`config.mk`:
```
export PLATFORM = sky130hd
export DESIGN_NAME = div_hilo_ctrl_flat
export DESIGN_NICKNAME = d
export VERILOG_FILES = /design/src/rtl/div_hilo_ctrl_if.sv /design/src/rtl/div_hilo_ctrl.sv /design/src/flat_wrapper.sv
export SDC_FILE = /design/constraint.sdc
export NUM_CORES = 1
export LEC_CHECK = 0
export ABC_AREA = 1
export CORE_MARGIN = 3
export CORE_UTILIZATION = 43
export DETAILED_ROUTE_END_ITERATION = 7
export PLACE_DENSITY = 0.9
export SYNTH_ARGS = -nofsm -noshare
export SYNTH_HDL_FRONTEND = slang
export SYNTH_SLANG_ARGS = --single-unit
```
`constraint.sdc`:
```
create_clock -name clock -period 2.6 [get_ports clock]
set_input_delay 0.52 -clock clock [delete_from_list [all_inputs] [get_ports clock]]
set_output_delay 0.52 -clock clock [all_outputs]
set_load 0.01 [all_outputs]
```
`src/rtl/div_hilo_ctrl_if.sv`:
```
// Bus between the HI/LO divide controller and the sequential divider.
// The controller drives the launch side; the divider returns its busy flag and its result.
interface div_hilo_ctrl_if;
    logic        div_start;
    logic [31:0] div_dividend;
    logic [31:0] div_divisor;
    logic        div_signed;
    logic        div_busy;
    logic [31:0] div_q;
    logic [31:0] div_r;

    modport master (
        output div_start,
        output div_dividend,
        output div_divisor,
        output div_signed,
        input  div_busy,
        input  div_q,
        input  div_r
    );

    modport slave (
        input  div_start,
        input  div_dividend,
        input  div_divisor,
        input  div_signed,
        output div_busy,
        output div_q,
        output div_r
    );
endinterface

```
`src/rtl/div_hilo_ctrl.sv`:
```
// Sequences one DIV/DIVU through an external divider and commits q/r into LO/HI; done pulses one cycle after commit.
// Upstream is held via combinational stall for the whole operation; DIV_ZERO_TRAP_EN adds a div_zero_exc pulse.
module div_hilo_ctrl (
    input  logic               clock,
    input  logic               reset,
    input  logic               op_valid,
    input  logic               op_signed,
    input  logic [31:0]        rs_val,
    input  logic [31:0]        rt_val,
    input  logic               mthi_we,
    input  logic               mtlo_we,
    input  logic [31:0]        mt_data,
    div_hilo_ctrl_if.master    div,
    output logic               stall,
    output logic               done,
    output logic [31:0]        hi,
    output logic [31:0]        lo
`ifdef DIV_ZERO_TRAP_EN
    ,
    output logic               div_zero_exc
`endif
);

    typedef enum logic [2:0] {
        IDLE      = 3'd0,
        START     = 3'd1,
        WAIT_BUSY = 3'd2,
        RUN       = 3'd3,
        SETTLE    = 3'd4
    } state_t;

    state_t      state;
    state_t      state_nxt;
    logic        accept;
    logic        div_zero;
    logic        start_q;
    logic [31:0] dividend_q;
    logic [31:0] divisor_q;
    logic        signed_q;

    assign div_zero = (rt_val == 32'd0);
    assign accept   = (state == IDLE) && op_valid && !div_zero;
    assign stall    = accept || (state != IDLE);

    assign div.div_start    = start_q;
    assign div.div_dividend = dividend_q;
    assign div.div_divisor  = divisor_q;
    assign div.div_signed   = signed_q;

    always_ff @(posedge clock) begin
        if (reset) begin
            state <= IDLE;
        end else begin
            state <= state_nxt;
        end
    end

    always_comb begin
        state_nxt = state;
        case (state)
            IDLE:      if (accept) state_nxt = START;
            START:     state_nxt = WAIT_BUSY;
            WAIT_BUSY: if (div.div_busy) state_nxt = RUN;
            RUN:       if (!div.div_busy) state_nxt = SETTLE;
            SETTLE:    state_nxt = IDLE;
            default:   state_nxt = IDLE;
        endcase
    end

    // Operands stay frozen from launch until the next accepted op so the divider may sample them at any time.
    always_ff @(posedge clock) begin
        if (reset) begin
            start_q    <= 1'b0;
            done       <= 1'b0;
            dividend_q <= 32'd0;
            divisor_q  <= 32'd0;
            signed_q   <= 1'b0;
            hi         <= 32'd0;
            lo         <= 32'd0;
        end else begin
            start_q <= accept;
            done    <= (state == SETTLE);
            if (accept) begin
                dividend_q <= rs_val;
                divisor_q  <= rt_val;
                signed_q   <= op_signed;
            end
            if (state == SETTLE) begin
                lo <= div.div_q;
                hi <= div.div_r;
            end else if ((state == IDLE) && !accept) begin
                // A move-to write loses to a division accepted in the same cycle.
                if (mthi_we) hi <= mt_data;
                if (mtlo_we) lo <= mt_data;
            end
        end
    end

`ifdef DIV_ZERO_TRAP_EN
    always_ff @(posedge clock) begin
        if (reset) begin
            div_zero_exc <= 1'b0;
        end else begin
            div_zero_exc <= (state == IDLE) && op_valid && div_zero;
        end
    end
`endif

endmodule

```
`src/flat_wrapper.sv`:
```
// flat-port wrapper written by rule: the top's interface ports become plain ports
module div_hilo_ctrl_flat 
  (clock, reset, op_valid, op_signed, rs_val, rt_val, mthi_we, mtlo_we, mt_data, stall, done, hi, lo, div_div_start, div_div_dividend, div_div_divisor, div_div_signed, div_div_busy, div_div_q, div_div_r);
  div_hilo_ctrl_if div_i ();
  input  logic clock;
  input  logic reset;
  input  logic op_valid;
  input  logic op_signed;
  input  logic [31:0] rs_val;
  input  logic [31:0] rt_val;
  input  logic mthi_we;
  input  logic mtlo_we;
  input  logic [31:0] mt_data;
  output logic stall;
  output logic done;
  output logic [31:0] hi;
  output logic [31:0] lo;
  output wire logic [$bits(div_i.div_start)-1:0] div_div_start;
  output wire logic [$bits(div_i.div_dividend)-1:0] div_div_dividend;
  output wire logic [$bits(div_i.div_divisor)-1:0] div_div_divisor;
  output wire logic [$bits(div_i.div_signed)-1:0] div_div_signed;
  input wire logic [$bits(div_i.div_busy)-1:0] div_div_busy;
  input wire logic [$bits(div_i.div_q)-1:0] div_div_q;
  input wire logic [$bits(div_i.div_r)-1:0] div_div_r;
  assign div_div_start = div_i.div_start;
  assign div_div_dividend = div_i.div_dividend;
  assign div_div_divisor = div_i.div_divisor;
  assign div_div_signed = div_i.div_signed;
  assign div_i.div_busy = div_div_busy;
  assign div_i.div_q = div_div_q;
  assign div_i.div_r = div_div_r;
  div_hilo_ctrl u_core (.clock(clock), .reset(reset), .op_valid(op_valid), .op_signed(op_signed), .rs_val(rs_val), .rt_val(rt_val), .mthi_we(mthi_we), .mtlo_we(mtlo_we), .mt_data(mt_data), .div(div_i), .stall(stall), .done(done), .hi(hi), .lo(lo));
endmodule
```
==> metrics <==
status finished, final reports clean; Worst Tran Pin Value ~730 ps; worst hold path type flip-flop to flip-flop; Vias 6647; I/O pin count 299; Tmin final 2530 ps; internal power around 5.6 mW; Final #Nets between 1k and 1.5k; Largest stage delay, worst path 440 ps; CP Data Required Time around 2100 ps; WHS Path Cells 2; share of layout cells above drive strength 1 0.0513; IO Port Bufs a little under 300; DRC Markers 0; Ant. Diodes 0; chip width 120 µm; Yosys top cell by area dfxtp_1; grt total ovfl 0; R2R Setup Slk ~630 ps; syn avg cell area approximately 7 µm²; Die Area roughly 14000 µm²; cell family with most CP delay buffers and inverters; Pleak 3.66 nW; Setup CP Type primary input to output port; area grow syn2layout 65.4%; Placed Area between 8000 and 9000 µm²; commonest cells after routing, fill and taps aside clkdlybuf4s50_1 (296), nand2_1 (175), nor2_1 (153), dfxtp_1 (133), nand3_1 (130); wire per inst 16.6 µm; final WL 21000 µm; Rows 41; first-pass GRT wire length 31900 µm; H-tree depth 4; clk sinks 134; Pre-antenna DRT Iters 7; share of total power in the clock network 0.259; CTS Buf Count 17; # fillers 976; Warnings, synthesis 0; Routed Antenna Nets 0; clk slew on worst S/H paths ~50 ps; DRT iter0 DRCs ~540; CTS tree done; sequential fraction of the synthesis area 0.477; net load switching power 2.90 mW; crit share post-route 0.972; largest net degree at the start of global routing 69; hold slack final 480 ps; clk_lat worst skew between 400 and 500 ps; Final TNS setup 0 ps; CORE AREA 12700 µm²; most common cell after layout, fill and taps aside clkdlybuf4s50_1; Final Cell Area 9300 µm²; WP data arrival 2010 ps; vias in the first global route 6294; Netlist Area Pre-Place ~5600 µm²; CP max FO 2; CP most frequent cell nand2_1; Relative slew margins 0.515; Seq pwr share 0.338; Syn Nets 974; Worst setup EP type output port; Fin. Hold Viols 0; Max IR drop VDD 501 µV; R2R depth 9; Cells after Synth 807; Setup-failing EPs final 0; RD Place Congestion 0.842; Vert. Die Dim 120 µm; Comb pwr share 0.403; Root Buffer clkbuf_16; R2R Path End u_core.lo[17]$_SDFFE_PP0P_; clock buffer depth 2; crit-path cells clkdlybuf4s50_1, nor2_1, nand2_1, nor2_2, nand2_1, o21ai_4, nand2_1, dlygate4sd2_1; # hold bufs at CTS 0; via/cell ratio 5.26; crit path launch type primary input; switching share of power 0.342; Tot Pwr 8.47 mW; Synth cell types 18; Cell Pwr Density 910 nW/µm²; gr usage total 0.279; initial antenna violation count 2; max_cap viols 0; worst hold start u_core.hi[12]$_SDFFE_PP0P_; post-synth top area share 0.477; hold path endpoint u_core.hi[12]$_SDFFE_PP0P_; initial core utilization 0.442; detailed placement HPWL 14900 µm; top post-synthesis cells by area dfxtp_1 (48%), nand2_1 (12%), nand3_1 (12%); Final Max Tran Viols 0; Core Util, Final 0.731; Synth Register Bits between 100 and 150; slowest stage cell, crit path clkdlybuf4s50_1; reg2reg start u_core.state[1]$_SDFFE_PP0P_; Fmax achieved 396 MHz; skew final 6.37 ps; WP buf/inv 2
==> power groups by stage <==
stage          Clock (mW)  Combinational [mW]  Sequential, mW
3_5_place_dp            0                3.39            2.89
5_1_grt              2.30                3.70            2.92
3_3_place_gp            0                3.32            2.86
2_1_floorplan           0                1.42            3.10
6_report             2.19                3.41            2.86
4_1_cts              2.22                3.42            2.86
==> area by class of cell <==
type                    instances  area, µm²  area share
well taps                     172        215      0.0231
clock buffers                  27        493      0.0530
inverters                       7       26.3     0.00283
repair buffers                319       3200       0.344
flip-flops and latches        134       2680       0.289
clock inverters                 4       45.0     0.00484
multi-input cells             601       2640       0.284
==> sequential cells by signal, indices dropped and copies added (netlist names) <==
register and cells:
u_core.div.div_start 1, u_core.hi 32, u_core.state 3, u_core.div.div_divisor 32, u_core.div.div_signed 1, u_core.lo 32
u_core.div.div_dividend 32, u_core.done 1
==> worst max-delay path by stage <==
stage	depth (start not counted)	slack [ps]	startpoint	to
floorplan	7	770	rt_val[23]	stall
detailed placement	12	-170	rt_val[5]	u_core.lo[29]$_SDFFE_PP0P_
finish	8	70	rt_val[7]	stall
global route	8	-70	rt_val[7]	stall
global placement	8	-120	rt_val[5]	stall
CTS	8	70	rt_val[5]	stall
==> metrics by stage <==
stage | instances | setup slack [ps]
after floorplan | 807 | 765
after global placement | 1233 | -117
after detailed placement | 1233 | -168
after CTS | 1264 | 68.1
after global routing | 1264 | -66.9
final | 1264 | 71.9
==> kinds of logic (layout without fill, tap and decap cells) <==
family                 count (synthesis)  count (layout)  share of synthesized area
and+or+nand+nor                      466             466                      0.343
AOI/OAI and AO/OA                    135             135                      0.123
DFF                                  134             134                      0.477
buffers and inverters                 72             357                     0.0563
==> worst min-delay path, cell delays in order, from the launching register on <==
cell and delay (ps):
dfxtp_1 300, nand3_1 70, a21oi_1 60
==> what timing repair did <==
item,in CTS,in global routing
endpoints found under the setup margin,1,3
resized for setup,1,1
buffers inserted,0,0
==> synthesized netlist by cell type, drive strengths merged <==
cell,instances
o21ai,67
o211ai,1
nor2,155
clkbuf,38
a211oi,1
nor3,1
nand3,132
dfxtp,134
inv,7
a21oi,66
nand2,178
buf,27
==> metal layers <==
| metal | part of all wire | vias up | track usage | wire (µm) |
|---|---|---|---|---|
| li1 | - | 3193 | - | - |
| met1 | 0.37 | 3020 | 0.301 | 7720 |
| met2 | 0.49 | 353 | 0.483 | 10200 |
| met3 | 0.094 | 77 | 0.0917 | 1960 |
| met4 | 0.049 | 4 | 0.153 | 1030 |
| met5 | 0.0013 | - | 0 | 27 |
No activity file was read; power rests on OpenSTA's default activity.
